**src/rtl/dmem_arbiter.sv**
```systemverilog
// Data-memory port arbiter between the CPU data path and a host burst loader.
// CPU passes through when the host is idle; a starvation counter forces CPU slots in long bursts.
module dmem_arbiter #(
  parameter int unsigned AW           = 32,
  parameter int unsigned DW           = 32,
  parameter int unsigned STARVE_LIMIT = 8
) (
  input  logic          clk,
  input  logic          reset,
  input  logic          cpu_req,
  input  logic          cpu_we,
  input  logic [AW-1:0] cpu_addr,
  input  logic [DW-1:0] cpu_wdata,
  output logic [DW-1:0] cpu_rdata,
  output logic          cpu_stall,
  input  logic          host_start,
  input  logic          host_we,
  input  logic [AW-1:0] host_addr,
  input  logic [7:0]    host_len,
  input  logic          host_beat_valid,
  input  logic [DW-1:0] host_wdata,
  output logic          host_ack,
  output logic [DW-1:0] host_rdata,
  output logic          host_busy,
  output logic          host_done,
  output logic          mem_we,
  output logic [AW-1:0] mem_addr,
  output logic [DW-1:0] mem_wdata,
  input  logic [DW-1:0] mem_rdata
);

  localparam logic [1:0] StIdle    = 2'd0;
  localparam logic [1:0] StBurst   = 2'd1;
  localparam logic [1:0] StCpuSlot = 2'd2;

  localparam logic [7:0] StarveLimit = 8'(STARVE_LIMIT);

  logic [1:0]    state_q, state_d;
  logic [AW-1:0] addr_q, addr_d;
  logic [7:0]    beat_cnt_q, beat_cnt_d;
  logic          we_q, we_d;
  logic [7:0]    starve_q, starve_d;
  logic          done_q, done_d;
  logic [7:0]    starve_inc;

  assign cpu_rdata  = mem_rdata;
  assign host_rdata = mem_rdata;
  assign host_busy  = (state_q != StIdle);
  assign host_done  = done_q;
  assign starve_inc = starve_q + 8'd1;

  // Port mux: host owns the port only in StBurst; StCpuSlot looks like idle to the CPU.
  always_comb begin
    mem_addr  = cpu_addr;
    mem_wdata = cpu_wdata;
    mem_we    = cpu_req & cpu_we;
    cpu_stall = 1'b0;
    host_ack  = 1'b0;
    if (state_q == StBurst) begin
      mem_addr  = addr_q;
      mem_wdata = host_wdata;
      mem_we    = host_beat_valid & we_q;
      host_ack  = host_beat_valid;
      cpu_stall = cpu_req;
    end
    if (!reset) mem_we = 1'b0;
  end

  always_comb begin
    state_d    = state_q;
    addr_d     = addr_q;
    beat_cnt_d = beat_cnt_q;
    we_d       = we_q;
    starve_d   = starve_q;
    done_d     = 1'b0;
    case (state_q)
      StIdle: begin
        starve_d = 8'd0;
        if (host_start) begin
          if (host_len == 8'd0) begin
            done_d = 1'b1;
          end else begin
            state_d    = StBurst;
            addr_d     = host_addr;
            beat_cnt_d = host_len;
            we_d       = host_we;
          end
        end
      end
      StBurst: begin
        if (!cpu_req) starve_d = 8'd0;
        else if (host_ack) starve_d = starve_inc;
        if (host_ack) begin
          addr_d     = addr_q + AW'(4);
          beat_cnt_d = beat_cnt_q - 8'd1;
          if (beat_cnt_q == 8'd1) begin
            done_d   = 1'b1;
            state_d  = StIdle;
            starve_d = 8'd0;
          end else if (cpu_req && starve_inc == StarveLimit) begin
            state_d = StCpuSlot;
          end
        end
      end
      StCpuSlot: begin
        starve_d = 8'd0;
        state_d  = StBurst;
      end
      default: state_d = StIdle;
    endcase
  end

  always_ff @(posedge clk or negedge reset) begin
    if (!reset) begin
      state_q    <= StIdle;
      addr_q     <= '0;
      beat_cnt_q <= 8'd0;
      we_q       <= 1'b0;
      starve_q   <= 8'd0;
      done_q     <= 1'b0;
    end else begin
      state_q    <= state_d;
      addr_q     <= addr_d;
      beat_cnt_q <= beat_cnt_d;
      we_q       <= we_d;
      starve_q   <= starve_d;
      done_q     <= done_d;
    end
  end

endmodule
```
**config.mk**
```make
export PLATFORM = sky130hd
export DESIGN_NAME = dmem_arbiter
export DESIGN_NICKNAME = d
export VERILOG_FILES = /design/src/rtl/dmem_arbiter.sv
export SDC_FILE = /design/constraint.sdc
export NUM_CORES = 1
export LEC_CHECK = 0
export ABC_AREA = 1
export BUFFER_PORTS_ARGS = -buffer_cell sky130_fd_sc_hd__buf_2
export CORE_AREA = 2 2 119 121
export DETAILED_ROUTE_END_ITERATION = 16
export DIE_AREA = 0 0 121 123
export PLACE_DENSITY = 0.71
export SLEW_MARGIN = 5
export SYNTH_ARGS = -nofsm -noshare
export SYNTH_HDL_FRONTEND = slang
export SYNTH_SLANG_ARGS = --single-unit
```
**constraint.sdc**
```tcl
create_clock -name clk -period 1.4 [get_ports clk]
set_input_delay 0.14 -clock clk [delete_from_list [all_inputs] [get_ports clk]]
set_output_delay 0.14 -clock clk [all_outputs]
set_load 0.02 [all_outputs]
```
==> impl_results.html, run 1 <==
<table>
<tr><th>Metric</th><th>Value</th></tr>
<tr><th colspan="2">Placed design</th></tr>
<tr><td>Half-perimeter wire length after detailed placement</td><td>12100 um</td></tr>
<tr><td>PortBufs</td><td>211</td></tr>
<tr><td>Weighted congestion reported at the end of routability-driven placement</td><td>0.860</td></tr>
<tr><td>Cell area reported after detailed placement</td><td>6430 um2</td></tr>
<tr><th colspan="2">Yosys</th></tr>
<tr><td>Syn_area_per_cell</td><td>5.97 um2</td></tr>
<tr><td>Sequential share of the synthesized area</td><td>0.272</td></tr>
<tr><td>Async SR Flop Fraction</td><td>1.00</td></tr>
<tr><td>Unique masters post-synth</td><td>36</td></tr>
<tr><td>Synth Flop Type</td><td>dfrtp_1</td></tr>
<tr><td>Netlist area before placement</td><td>4780 um2</td></tr>
<tr><td>Total of flip-flops plus latches after synthesis</td><td>52</td></tr>
<tr><td>EDFF count, synth</td><td>0</td></tr>
<tr><td>Biggest area consumer among synthesized cells</td><td>dfrtp_1</td></tr>
<tr><td>Post-synth net total</td><td>980</td></tr>
<tr><td>Yosys warns</td><td>0</td></tr>
<tr><td>Most used standard cell by instance count after synthesis</td><td>nand2_1</td></tr>
<tr><td>Synth top cells by count</td><td>296 x nand2_1, 112 x nor2_1, 65 x buf_4</td></tr>
<tr><td>Proportion of netlist area held by the largest area contributor</td><td>0.272</td></tr>
<tr><td>Synth top area cells</td><td>dfrtp_1 27%, nand2_1 23%, buf_4 10%</td></tr>
<tr><td>Synthesized netlist cell count</td><td>801</td></tr>
<tr><th colspan="2">Floorplan</th></tr>
<tr><td>Starting utilization of the core area</td><td>0.351</td></tr>
<tr><td>Die boundary height</td><td>123 um</td></tr>
<tr><td>Core region area</td><td>13600 um2</td></tr>
<tr><td>Area of the die</td><td>14900 um2</td></tr>
<tr><td>Die X-Extent</td><td>121 um</td></tr>
<tr><td>Number of rows created at floorplan</td><td>43</td></tr>
<tr><td>Top Ports</td><td>308</td></tr>
<tr><th colspan="2">Critical path</th></tr>
<tr><td>Worst Setup Path Type</td><td>reg2out</td></tr>
<tr><td>CP max-delay cell</td><td>dfrtp_1</td></tr>
<tr><td>Data arrival at the endpoint of the critical path</td><td>1.63 ns</td></tr>
<tr><td>Slowest Stage Delay on Critical Path</td><td>0.41 ns</td></tr>
<tr><td>Kind of end point of the critical path</td><td>output port</td></tr>
<tr><td>Worst path cell trace</td><td>nor2_4 -&gt; clkinv_4 -&gt; buf_12 -&gt; buf_6 -&gt; nor2_4 -&gt; nor2_2 -&gt; buf_6</td></tr>
<tr><td>Required time at the endpoint of the critical path</td><td>1.26 ns</td></tr>
<tr><td>Launching element type of the critical path</td><td>flop</td></tr>
<tr><td>Worst Path Max Fanout</td><td>7</td></tr>
<tr><th colspan="2">Clock tree</th></tr>
<tr><td>Insertion delay of the later-clocked pin in the worst-skew pair</td><td>0.30 ns</td></tr>
<tr><td>Clock tree root buffer cell</td><td>clkbuf_16</td></tr>
<tr><td>Total number of H-tree levels</td><td>2</td></tr>
<tr><td>Number of clock buffers inserted by TritonCTS</td><td>5</td></tr>
<tr><td>Maximum buffer depth of the clock tree</td><td>2</td></tr>
<tr><td>Clock-pin slew reported for the worst setup and hold paths after clock tree synthesis</td><td>0.07 ns</td></tr>
<tr><td>Clock tree from TritonCTS</td><td>done</td></tr>
<tr><td>Sinks on Clock Net</td><td>52</td></tr>
<tr><th colspan="2">Pwr</th></tr>
<tr><td>Leakage power</td><td>4.13 nW</td></tr>
<tr><td>Highest ir drop seen on vdd</td><td>980 uV</td></tr>
<tr><td>Switching share of total power</td><td>0.460</td></tr>
<tr><td>Internal Pwr Total</td><td>9.51 mW</td></tr>
<tr><td>Power density of the placed cells</td><td>2180 nW/um2</td></tr>
<tr><td>Sequential fraction of design power</td><td>0.152</td></tr>
<tr><td>Total chip power</td><td>17.6 mW</td></tr>
<tr><td>Fraction of power consumed by the clock network</td><td>0.075</td></tr>
<tr><td>Comb power frac</td><td>0.773</td></tr>
<tr><td>Switching power of the nets</td><td>8.09 mW</td></tr>
<tr><th colspan="2">Timing</th></tr>
<tr><td>Setup-failing EPs final</td><td>116</td></tr>
<tr><td>Share of the cycle needed by the critical path after routing</td><td>1.27</td></tr>
<tr><td>Final Worst Setup Slack</td><td>-0.375 ns</td></tr>
<tr><td>Setup repair after global routing missed its margin</td><td>true</td></tr>
<tr><td>Summed negative setup slack over all endpoints</td><td>-31.57 ns</td></tr>
<tr><td>Clock period minus worst slack</td><td>1.77 ns</td></tr>
<tr><td>Final setup skew</td><td>0.0107 ns</td></tr>
<tr><td>Actual transition at the worst max-transition pin</td><td>0.715 ns</td></tr>
<tr><td>Final hold violation count</td><td>10</td></tr>
<tr><td>Achievable Freq</td><td>563 MHz</td></tr>
<tr><td>Normalized max-slew margin</td><td>0.523</td></tr>
<tr><td>Final count of pins violating max slew</td><td>0</td></tr>
<tr><td>Worst hold slack</td><td>-0.0106 ns</td></tr>
<tr><th colspan="2">Global routing</th></tr>
<tr><td>Overall global routing resource usage</td><td>0.219</td></tr>
<tr><td>Via count of the first global-routing pass</td><td>5636</td></tr>
<tr><td>GRT Residual Overflow</td><td>0</td></tr>
<tr><td>Maximum number of pins on one net before global-route repair</td><td>53</td></tr>
<tr><td>First-pass GRT wire length</td><td>26300 um</td></tr>
<tr><td>Initial antenna violation count</td><td>1</td></tr>
<tr><th colspan="2">Run status</th></tr>
<tr><td>Violations in the final reports</td><td>hold timing, setup timing</td></tr>
<tr><td>Run status</td><td>finished with violations</td></tr>
<tr><th colspan="2">Hold path</th></tr>
<tr><td>Worst min-delay path class</td><td>in2async</td></tr>
<tr><th colspan="2">Finish</th></tr>
<tr><td>Proportion of layout cells with a drive suffix above 1</td><td>0.466</td></tr>
<tr><td>Post-layout nets</td><td>1249</td></tr>
<tr><td>Cell area after layout</td><td>8070 um2</td></tr>
<tr><td>Signed area change from the synthesized netlist to the final layout</td><td>68.7%</td></tr>
<tr><th colspan="2">Run</th></tr>
<tr><td>Number of max-capacitance violations reported</td><td>0</td></tr>
<tr><th colspan="2">Detailed routing</th></tr>
<tr><td>Total wirelength of the detailed-routed design</td><td>18300 um</td></tr>
<tr><td>First-pass iteration count of the detailed router</td><td>5</td></tr>
<tr><td>Remaining routing DRC violations</td><td>0</td></tr>
<tr><td>Vias/cell</td><td>4.86</td></tr>
<tr><td>Post-route ant nets</td><td>0</td></tr>
<tr><td>Total via count after detailed routing</td><td>6086</td></tr>
<tr><td>First-iteration detailed-routing DRC count</td><td>287</td></tr>
<tr><td>Detail-routed net length per standard cell</td><td>14.6 um</td></tr>
</table>
==> cell families after synthesis <==
logic type / Yosys count / synth area share
compound gates: 95 / 0.115
xor+xnor: 3 / 0.00549
fa+ha+maj: 4 / 0.0105
buf+inv: 153 / 0.178
flops: 52 / 0.272
simple gates: 494 / 0.419
==> metal layers <==
| metal | part of all wire | wire, um | vias to the layer above | GRT usage |
|---|---|---|---|---|
| met2 | 0.50 | 9100 | 215 | 0.380 |
| li1 | - | - | 3037 | - |
| met1 | 0.42 | 7690 | 2790 | 0.277 |
| met3 | 0.067 | 1220 | 44 | 0.0470 |
| met4 | 0.016 | 299 | 0 | 0.0567 |
| met5 | 0 | 0 | - | 0 |
==> path summary, 6_finish.rpt <==
path                                                   to  slack [ns]                       from  cells past startpoint
worst max-delay path                         mem_addr[26]       -0.37     state_q[1]$_DFFE_PN0P_                      7
worst min-delay path                addr_q[0]$_DFFE_PN0P_       -0.01                      reset                      2
worst max register to register     addr_q[25]$_DFFE_PN0P_       -0.35     state_q[0]$_DFFE_PN0P_                     12
worst min register to register  beat_cnt_q[7]$_DFFE_PN0P_        0.50  beat_cnt_q[7]$_DFFE_PN0P_                      2
max in group asynchronous           addr_q[2]$_DFFE_PN0P_        0.92                      reset                      2
min in group clk                    addr_q[0]$_DFFE_PN0P_        0.07               host_addr[0]                      3
==> stage by stage <==
stage / util / setup slack (ns) / instances
6_report: 0.593 / -0.375 / 1252
5_1_grt: 0.593 / -0.455 / 1251
4_1_cts: 0.545 / -0.385 / 1238
3_5_place_dp: 0.472 / -0.209 / 1211
3_3_place_gp: 0.472 / -0.183 / 1211
2_1_floorplan: - / -0.0868 / 801
==> area by class of cell <==
cell class | instances | area, um2
clock inverter | 2 | 13.8
tap | 180 | 225
sequential | 52 | 1300
fill | 1249 | 5540
inverter | 61 | 249
timing repair buffer | 354 | 2930
antenna | 1 | 2.50
multi-input combinational | 596 | 3210
clock buffer | 6 | 139
==> registers in the layout, summed over array words and instances (netlist names) <==
register,flops
starve_q,8
we_q,1
state_q,2
host_done,1
beat_cnt_q,8
addr_q,32
==> power groups by stage <==
stage / sequential [mW] / combinational [mW] / clock [mW]
final: 2.67 / 13.6 / 1.33
after detailed placement: 2.66 / 9.44 / 0
after CTS: 2.65 / 11.9 / 1.34
after floorplan: 2.66 / 5.75 / 0
after global placement: 2.64 / 9.34 / 0
after global routing: 2.76 / 14.7 / 1.41
==> worst max-delay path, delay by kind of cell, from the launching register on <==
| kind | cells | cell delay, ns |
|---|---|---|
| buffers and inverters | 4 | 0.55 |
| AND/OR/NAND/NOR | 3 | 0.38 |
| flip-flops | 1 | 0.41 |
==> layout by cell type (no fill, tap or decap), types with 2 or more instances in the layout <==
master,instances
nand4_1,11
o21ai_1,21
nor2_1,78
nor2_4,16
buf_6,60
a21oi_2,10
a22oi_1,2
nor3_1,4
clkbuf_16,11
o21ai_4,2
o21ai_0,17
o21ai_2,3
inv_1,54
ha_1,2
or2_2,2
nand3_1,53
bufbuf_16,5
ha_2,2
nand2_2,36
xor2_1,2
inv_2,4
buf_4,109
nor2_2,25
dfrtp_1,52
o211ai_1,7
nand2_4,22
o22ai_1,2
o21a_1,8
a31oi_1,5
a21oi_1,11
buf_2,157
nand2_1,239
buf_12,12
a21boi_2,2
buf_8,3
nand3_2,4
buf_16,2
==> repair_timing <==
item | CTS | global route
hold buffers | 0 | 0
buffers inserted | 12 | 7
pin swaps | 16 | 23
endpoints found under the setup margin | 113 | 117
gates resized for setup | 159 | 130
cloned | 7 | 7
(Power assumes the default switching activity.)
==> inputs of run 2 (changes only) <==
--- a/config.mk
+++ b/config.mk
@@ -11,6 +11,7 @@
 export DETAILED_ROUTE_END_ITERATION = 16
 export DIE_AREA = 0 0 121 123
 export PLACE_DENSITY = 0.71
+export SKIP_CTS_REPAIR_TIMING = 1
 export SLEW_MARGIN = 5
 export SYNTH_ARGS = -nofsm -noshare
 export SYNTH_HDL_FRONTEND = slang
==> run 2 against run 1 <==
Net effect: the run still ends with hold timing, setup timing left; critical path depth grew 1; largest cell class unchanged; clock power is essentially flat; design area shrank 6.4%; largest power group unchanged; hold slack gained 0.0039 ns; sequential power is essentially flat; via count is essentially flat; combinational power shrank 13%; total power shrank 10%.
==> impl_results.html, run 2 (synthesis gave the netlist of run 1 again) <==
<table>
<tr><th>Metric</th><th>Value</th></tr>
<tr><th colspan="2">Finish</th></tr>
<tr><td>Post-layout nets</td><td>1251 (+0.16%)</td></tr>
<tr><td>Layout Cells excl Fill</td><td>1254 (+0.16%)</td></tr>
<tr><td>Regs by FF count</td><td>addr_q (32), beat_cnt_q (8), starve_q (8)</td></tr>
<tr><td>Proportion of layout cells with a drive suffix above 1</td><td>0.444 (-0.0223)</td></tr>
<tr><td>Leading cell type in the layout, fill and taps excluded</td><td>nand2_1</td></tr>
<tr><td>Utilization after layout</td><td>0.555 (-0.0381)</td></tr>
<tr><td>Top register by number of flip-flops</td><td>addr_q</td></tr>
<tr><td>Largest register FFs</td><td>32 (unchanged)</td></tr>
<tr><td>Area occupied by registers</td><td>1300 um2 (about the same)</td></tr>
<tr><td>Signed area change from the synthesized netlist to the final layout</td><td>57.8%</td></tr>
<tr><td>Cell area after layout</td><td>7550 um2 (-6.4%)</td></tr>
<tr><td>Area taken by multi-input logic gates</td><td>3070 um2 (-4.3%)</td></tr>
<tr><td>Number of fillers in the final layout</td><td>1291 (+3.4%)</td></tr>
<tr><td>Most frequent cells in the layout</td><td>278 x nand2_1, 203 x buf_2, 107 x buf_4</td></tr>
<tr><th colspan="2">Floorplan</th></tr>
<tr><td>Area of the die</td><td>14900 um2 (unchanged)</td></tr>
<tr><td>Die X-Extent</td><td>121 um (unchanged)</td></tr>
<tr><td>Die boundary height</td><td>123 um (unchanged)</td></tr>
<tr><td>Number of rows created at floorplan</td><td>43 (unchanged)</td></tr>
<tr><td>Starting utilization of the core area</td><td>0.351 (unchanged)</td></tr>
<tr><td>Core region area</td><td>13600 um2 (unchanged)</td></tr>
<tr><td>Top Ports</td><td>308 (unchanged)</td></tr>
<tr><th colspan="2">Critical path</th></tr>
<tr><td>Worst Path Max Fanout</td><td>23 (+16)</td></tr>
<tr><td>Worst Setup Path Type</td><td>reg2out</td></tr>
<tr><td>Required time at the endpoint of the critical path</td><td>1.26 ns (about the same)</td></tr>
<tr><td>CP max-delay cell</td><td>dfrtp_1</td></tr>
<tr><td>Slack of the worst reg-to-reg path</td><td>-0.24 ns (+0.11 ns)</td></tr>
<tr><td>Launching element type of the critical path</td><td>flop</td></tr>
<tr><td>Gate family responsible for the most delay along the worst path</td><td>buffers and inverters</td></tr>
<tr><td>Most common cell type on the critical path</td><td>nand2_1</td></tr>
<tr><td>Bufs and invs on worst path</td><td>5 (+1)</td></tr>
<tr><td>Worst path cell trace</td><td>inv_2 -&gt; nor2_4 -&gt; inv_4 -&gt; buf_12 -&gt; buf_8 -&gt; nand2_1 -&gt; nand2_1 -&gt; buf_2</td></tr>
<tr><td>Slowest Stage Delay on Critical Path</td><td>0.37 ns (-0.04 ns)</td></tr>
<tr><td>Data arrival at the endpoint of the critical path</td><td>1.62 ns (about the same)</td></tr>
<tr><td>Kind of end point of the critical path</td><td>output port</td></tr>
<tr><th colspan="2">Run</th></tr>
<tr><td>Number of max-capacitance violations reported</td><td>0 (unchanged)</td></tr>
<tr><th colspan="2">Global routing</th></tr>
<tr><td>Initial antenna violation count</td><td>1 (unchanged)</td></tr>
<tr><td>Met1 Usage GRT</td><td>0.255 (-0.0226)</td></tr>
<tr><td>Via count of the first global-routing pass</td><td>5213 (-7.5%)</td></tr>
<tr><td>Met3 track utilization from global routing</td><td>0.0447 (-0.00231)</td></tr>
<tr><td>Met2 global-route usage</td><td>0.326 (-0.0537)</td></tr>
<tr><td>Maximum number of pins on one net before global-route repair</td><td>53 (unchanged)</td></tr>
<tr><td>Overall global routing resource usage</td><td>0.195 (-0.0238)</td></tr>
<tr><td>First-pass GRT wire length</td><td>23700 um (-9.8%)</td></tr>
<tr><td>GRT Residual Overflow</td><td>0 (unchanged)</td></tr>
<tr><td>Gr busiest metal</td><td>met2</td></tr>
<tr><th colspan="2">Clock tree</th></tr>
<tr><td>Clock-pin slew reported for the worst setup and hold paths after clock tree synthesis</td><td>0.07 ns (about the same)</td></tr>
<tr><td>Total number of H-tree levels</td><td>2 (unchanged)</td></tr>
<tr><td>Number of clock buffers inserted by TritonCTS</td><td>5 (unchanged)</td></tr>
<tr><td>Clock tree root buffer cell</td><td>clkbuf_16</td></tr>
<tr><td>Insertion delay of the later-clocked pin in the worst-skew pair</td><td>0.30 ns (about the same)</td></tr>
<tr><td>Maximum buffer depth of the clock tree</td><td>2 (unchanged)</td></tr>
<tr><td>Sinks on Clock Net</td><td>52 (unchanged)</td></tr>
<tr><td>Clock tree from TritonCTS</td><td>done</td></tr>
<tr><th colspan="2">Placed design</th></tr>
<tr><td>Half-perimeter wire length after detailed placement</td><td>12100 um (unchanged)</td></tr>
<tr><td>PortBufs</td><td>211 (unchanged)</td></tr>
<tr><td>Cell area reported after detailed placement</td><td>6430 um2 (unchanged)</td></tr>
<tr><td>Count of placed standard cells including taps</td><td>1211 (unchanged)</td></tr>
<tr><td>Weighted congestion reported at the end of routability-driven placement</td><td>0.860 (unchanged)</td></tr>
<tr><td>Post-Place Worst Slack</td><td>-0.209 ns (unchanged)</td></tr>
<tr><th colspan="2">Timing</th></tr>
<tr><td>Final Worst Setup Slack</td><td>-0.360 ns (+0.0148 ns)</td></tr>
<tr><td>Final setup skew</td><td>0.0105 ns (-0.000126 ns)</td></tr>
<tr><td>Setup repair after global routing missed its margin</td><td>true</td></tr>
<tr><td>Worst hold slack</td><td>-0.00670 ns (+0.00393 ns)</td></tr>
<tr><td>Clock period minus worst slack</td><td>1.76 ns (-0.0148 ns)</td></tr>
<tr><td>Actual transition at the worst max-transition pin</td><td>0.705 ns (-0.00986 ns)</td></tr>
<tr><td>Normalized max-slew margin</td><td>0.530 (+0.00657)</td></tr>
<tr><td>Summed negative setup slack over all endpoints</td><td>-26.39 ns (+5.17 ns)</td></tr>
<tr><td>Final count of pins violating max slew</td><td>0 (unchanged)</td></tr>
<tr><td>Setup-failing EPs final</td><td>115 (-0.86%)</td></tr>
<tr><td>Achievable Freq</td><td>568 MHz (+0.84%)</td></tr>
<tr><td>Final hold violation count</td><td>2 (-8)</td></tr>
<tr><td>Share of the cycle needed by the critical path after routing</td><td>1.26 (-0.0106)</td></tr>
<tr><th colspan="2">Pwr</th></tr>
<tr><td>Leakage power</td><td>3.95 nW (-4.4%)</td></tr>
<tr><td>Highest ir drop seen on vdd</td><td>897 uV (-8.4%)</td></tr>
<tr><td>Power density of the placed cells</td><td>2100 nW/um2 (-3.9%)</td></tr>
<tr><td>Total chip power</td><td>15.8 mW (-10%)</td></tr>
<tr><th colspan="2">Detailed routing</th></tr>
<tr><td>First-iteration detailed-routing DRC count</td><td>302 (+5.2%)</td></tr>
<tr><td>Total via count after detailed routing</td><td>6089 (+0.049%)</td></tr>
<tr><td>First-pass iteration count of the detailed router</td><td>5 (unchanged)</td></tr>
<tr><td>Vias/cell</td><td>4.86 (-0.11%)</td></tr>
<tr><td>Total wirelength of the detailed-routed design</td><td>17500 um (-4.3%)</td></tr>
<tr><td>Detail-routed net length per standard cell</td><td>14.0 um (-4.4%)</td></tr>
<tr><td>Post-route ant nets</td><td>0 (unchanged)</td></tr>
<tr><td>Remaining routing DRC violations</td><td>0 (unchanged)</td></tr>
<tr><th colspan="2">Hold path</th></tr>
<tr><td>Worst min-delay path class</td><td>in2async</td></tr>
<tr><th colspan="2">Run status</th></tr>
<tr><td>Run status</td><td>finished with violations</td></tr>
<tr><td>Violations in the final reports</td><td>hold timing, setup timing</td></tr>
</table>
## run 2: cell types whose count changed in the layout (fill, tap and decap cells not counted), moves of 17 or more
cell     delta
nand2_2    -22
nand2_4    -17
buf_2      +46
buf_6      -35
nand2_1    +39
## run 2: routing by layer
metal / vias up / share of wire / wire length, um
li1: 3040 / - / -
met3: 57 / 0.074 / 1300
met4: 0 / 0.021 / 370
met1: 2751 / 0.42 / 7380
met2: 241 / 0.48 / 8470
met5: - / 0 / 0
## run 2: cell type report
class / instances / share of cell area
Tap cell: 180 / 0.0298
Sequential cell: 52 / 0.173
Clock inverter: 2 / 0.00182
Antenna cell: 1 / 0.000331
Inverter: 61 / 0.0333
Clock buffer: 6 / 0.0184
Multi-Input combinational cell: 596 / 0.407
Timing Repair Buffer: 356 / 0.337
## run 2: worst paths after layout
check	startpoint	to	cells past startpoint
min in group clk	host_addr[0]	addr_q[0]$_DFFE_PN0P_	3
min	reset	addr_q[0]$_DFFE_PN0P_	2
min reg2reg	beat_cnt_q[7]$_DFFE_PN0P_	beat_cnt_q[7]$_DFFE_PN0P_	2
max reg2reg	addr_q[3]$_DFFE_PN0P_	addr_q[24]$_DFFE_PN0P_	11
max	state_q[0]$_DFFE_PN0P_	mem_wdata[15]	8
max in group asynchronous	reset	state_q[1]$_DFFE_PN0P_	2
## run 2: worst reg2reg max path, cell delays in order (launching register included)
cell	delay, ns
dfrtp_1	0.37
ha_2	0.20
nand2_2	0.08
nor2_4	0.12
buf_4	0.13
nand3_4	0.10
nor2_4	0.17
nand2_1	0.08
nand3_1	0.07
nand2_1	0.05
nor2_1	0.10
nor2_1	0.06
## run 2: power by group
part           internal (mW)  switching (mW)
clock network          0.718           0.610
logic                   5.34            6.47
registers               2.13           0.550
total                   8.19            7.63
==> inputs of run 3 (changes only) <==
--- a/config.mk
+++ b/config.mk
@@ -16,3 +16,4 @@
 export SYNTH_ARGS = -nofsm -noshare
 export SYNTH_HDL_FRONTEND = slang
 export SYNTH_SLANG_ARGS = --single-unit
+export TNS_END_PERCENT = 1
==> run 3 against run 2 <==
Net effect: the flow finishes with violations (setup timing); non-clock buffer count is 18 lower; hold slack better by 0.064 ns; register-to-register slack better by 0.02 ns; critical path depth stayed put; core utilization is 1.4 points lower; highest routed layer unchanged; wire length is 4.6% lower; sequential share of layout area is 0.46 points higher; first-iteration DRC count is 26% higher.
==> impl_results.html, run 3 (synthesis gave the netlist of run 1 again) <==
<table>
<tr><th>Metric</th><th>Value</th></tr>
<tr><th colspan="2">Finish</th></tr>
<tr><td>Top register by number of flip-flops</td><td>addr_q</td></tr>
<tr><td>Proportion of layout cells with a drive suffix above 1</td><td>0.412 (-0.0313)</td></tr>
<tr><td>Most frequent cells in the layout</td><td>277 x nand2_1, 156 x buf_2, 116 x buf_4</td></tr>
<tr><td>Total inserted antenna cells</td><td>0 (-1)</td></tr>
<tr><td>Largest register FFs</td><td>32 (unchanged)</td></tr>
<tr><td>Post-layout nets</td><td>1233 (-1.4%)</td></tr>
<tr><td>Regs by FF count</td><td>addr_q (32), beat_cnt_q (8), starve_q (8)</td></tr>
<tr><td>Signed area change from the synthesized netlist to the final layout</td><td>53.9%</td></tr>
<tr><td>Leading cell type in the layout, fill and taps excluded</td><td>nand2_1</td></tr>
<tr><th colspan="2">Global routing</th></tr>
<tr><td>Overall global routing resource usage</td><td>0.199 (+0.00401)</td></tr>
<tr><td>Via count of the first global-routing pass</td><td>5096 (-2.2%)</td></tr>
<tr><td>First-pass GRT wire length</td><td>23700 um (about the same)</td></tr>
<tr><td>Initial antenna violation count</td><td>0 (-1)</td></tr>
<tr><td>GRT Residual Overflow</td><td>0 (unchanged)</td></tr>
<tr><td>Maximum number of pins on one net before global-route repair</td><td>53 (unchanged)</td></tr>
<tr><th colspan="2">Detailed routing</th></tr>
<tr><td>Detail-routed net length per standard cell</td><td>13.5 um (-3.2%)</td></tr>
<tr><td>First-pass iteration count of the detailed router</td><td>5 (unchanged)</td></tr>
<tr><td>Post-route ant nets</td><td>0 (unchanged)</td></tr>
<tr><td>Remaining routing DRC violations</td><td>0 (unchanged)</td></tr>
<tr><td>Total wirelength of the detailed-routed design</td><td>16700 um (-4.6%)</td></tr>
<tr><td>First-iteration detailed-routing DRC count</td><td>380 (+26%)</td></tr>
<tr><td>Total via count after detailed routing</td><td>5922 (-2.7%)</td></tr>
<tr><td>Vias/cell</td><td>4.80 (-1.2%)</td></tr>
<tr><th colspan="2">Pwr</th></tr>
<tr><td>Leakage power</td><td>3.83 nW (-3.2%)</td></tr>
<tr><td>Power density of the placed cells</td><td>2120 nW/um2 (+0.96%)</td></tr>
<tr><td>Highest ir drop seen on vdd</td><td>1030 uV (+15%)</td></tr>
<tr><td>Total chip power</td><td>15.6 mW (-1.6%)</td></tr>
<tr><th colspan="2">Timing</th></tr>
<tr><td>Normalized max-slew margin</td><td>0.787 (+0.258)</td></tr>
<tr><td>Share of the cycle needed by the critical path after routing</td><td>1.27 (+0.00882)</td></tr>
<tr><td>Actual transition at the worst max-transition pin</td><td>0.318 ns (-0.387 ns)</td></tr>
<tr><td>Final setup skew</td><td>0.00757 ns (-0.00296 ns)</td></tr>
<tr><td>Setup repair after global routing missed its margin</td><td>true</td></tr>
<tr><td>Final count of pins violating max slew</td><td>0 (unchanged)</td></tr>
<tr><td>Achievable Freq</td><td>564 MHz (-0.70%)</td></tr>
<tr><td>Clock period minus worst slack</td><td>1.77 ns (+0.0123 ns)</td></tr>
<tr><td>Final Worst Setup Slack</td><td>-0.372 ns (-0.0123 ns)</td></tr>
<tr><td>Final hold violation count</td><td>0 (-2)</td></tr>
<tr><td>Setup-failing EPs final</td><td>106 (-7.8%)</td></tr>
<tr><th colspan="2">Placed design</th></tr>
<tr><td>Weighted congestion reported at the end of routability-driven placement</td><td>0.935 (+8.6%)</td></tr>
<tr><td>Post-Place Worst Slack</td><td>-0.178 ns (+0.0301 ns)</td></tr>
<tr><td>PortBufs</td><td>211 (unchanged)</td></tr>
<tr><td>Half-perimeter wire length after detailed placement</td><td>12100 um (-0.47%)</td></tr>
<tr><th colspan="2">Floorplan</th></tr>
<tr><td>Die X-Extent</td><td>121 um (unchanged)</td></tr>
<tr><td>Die boundary height</td><td>123 um (unchanged)</td></tr>
<tr><td>Area of the die</td><td>14900 um2 (unchanged)</td></tr>
<tr><td>Core region area</td><td>13600 um2 (unchanged)</td></tr>
<tr><td>Number of rows created at floorplan</td><td>43 (unchanged)</td></tr>
<tr><td>Starting utilization of the core area</td><td>0.351 (unchanged)</td></tr>
<tr><td>Top Ports</td><td>308 (unchanged)</td></tr>
<tr><th colspan="2">Clock tree</th></tr>
<tr><td>Sinks on Clock Net</td><td>52 (unchanged)</td></tr>
<tr><td>Number of clock buffers inserted by TritonCTS</td><td>5 (unchanged)</td></tr>
<tr><td>Clock tree root buffer cell</td><td>clkbuf_16</td></tr>
<tr><td>Total number of H-tree levels</td><td>2 (unchanged)</td></tr>
<tr><td>Clock-pin slew reported for the worst setup and hold paths after clock tree synthesis</td><td>0.07 ns (about the same)</td></tr>
<tr><td>Insertion delay of the later-clocked pin in the worst-skew pair</td><td>0.31 ns (about the same)</td></tr>
<tr><td>Clock tree from TritonCTS</td><td>done</td></tr>
<tr><td>Maximum buffer depth of the clock tree</td><td>2 (unchanged)</td></tr>
<tr><th colspan="2">Hold path</th></tr>
<tr><td>Worst min-delay path class</td><td>in2reg</td></tr>
<tr><th colspan="2">Critical path</th></tr>
<tr><td>CP max-delay cell</td><td>dfrtp_1</td></tr>
<tr><td>Kind of end point of the critical path</td><td>output port</td></tr>
<tr><td>Worst path cell trace</td><td>inv_2 -&gt; nor2_4 -&gt; buf_12 -&gt; buf_12 -&gt; buf_12 -&gt; buf_6 -&gt; o21a_1 -&gt; buf_6</td></tr>
<tr><td>Launching element type of the critical path</td><td>flop</td></tr>
<tr><td>Worst Path Max Fanout</td><td>7 (-70%)</td></tr>
<tr><td>Data arrival at the endpoint of the critical path</td><td>1.63 ns (about the same)</td></tr>
<tr><td>Worst Setup Path Type</td><td>reg2out</td></tr>
<tr><td>Required time at the endpoint of the critical path</td><td>1.26 ns (about the same)</td></tr>
<tr><td>Most common cell type on the critical path</td><td>buf_12</td></tr>
<tr><td>Slowest Stage Delay on Critical Path</td><td>0.39 ns (+0.02 ns)</td></tr>
<tr><th colspan="2">Run</th></tr>
<tr><td>Number of max-capacitance violations reported</td><td>0 (unchanged)</td></tr>
<tr><th colspan="2">Run status</th></tr>
<tr><td>Violations in the final reports</td><td>setup timing</td></tr>
<tr><td>Run status</td><td>finished with violations</td></tr>
</table>
[run 3: layout make-up]
type	instances	area [um2]
clock buffer	7	143
tap	180	225
inverter	61	246
multi-input combinational	596	2870
timing repair buffer	338	2560
clock inverter	1	7.51
sequential	52	1300
fill	1288	6250
[run 3: final timing paths]
kind | end | cells after the start | slack [ns] | start
max in group asynchronous | addr_q[16]$_DFFE_PN0P_ | 3 | 0.76 | reset
min in group asynchronous | starve_q[1]$_DFFE_PN0N_ | 3 | 0.35 | reset
hold reg to reg | addr_q[1]$_DFFE_PN0P_ | 2 | 0.48 | addr_q[1]$_DFFE_PN0P_
hold / removal | addr_q[1]$_DFFE_PN0P_ | 3 | 0.06 | host_addr[1]
setup reg to reg | addr_q[28]$_DFFE_PN0P_ | 9 | -0.22 | addr_q[9]$_DFFE_PN0P_
setup / recovery | mem_addr[5] | 8 | -0.37 | state_q[0]$_DFFE_PN0P_
[run 3: worst max-delay path: cells and delay by family, from the launching register on]
kind	cells	cell delay (ns)
flops	1	0.39
simple gates	1	0.05
compound gates	1	0.18
buf+inv	6	0.71
[run 3: power breakdown]
part	internal (mW)	switching (mW)
Sequential	2.13	0.561
Clock	0.716	0.632
Combinational	5.37	6.16
Total	8.22	7.35
[run 3: metrics by stage]
step                hold WS (ns)  TNS (ns)  cell area, um2  utilization  cells
floorplan                 -0.156     -2.63            4800            -    801
global placement           0.171     -8.35            6450        0.474   1214
detailed placement         0.176    -11.38            6450        0.474   1214
CTS                       -0.159    -34.80            6600        0.485   1222
global route              0.0613    -32.81            7360        0.541   1235
finish                    0.0577    -24.70            7360        0.541   1235
[run 3: per-layer routing]
metal	vias to the layer above	GRT usage	wire length, um
met5	-	0	0
met4	0	0.0625	231
met3	22	0.0429	1410
met2	251	0.324	8260
met1	2648	0.266	6810
li1	3001	-	-
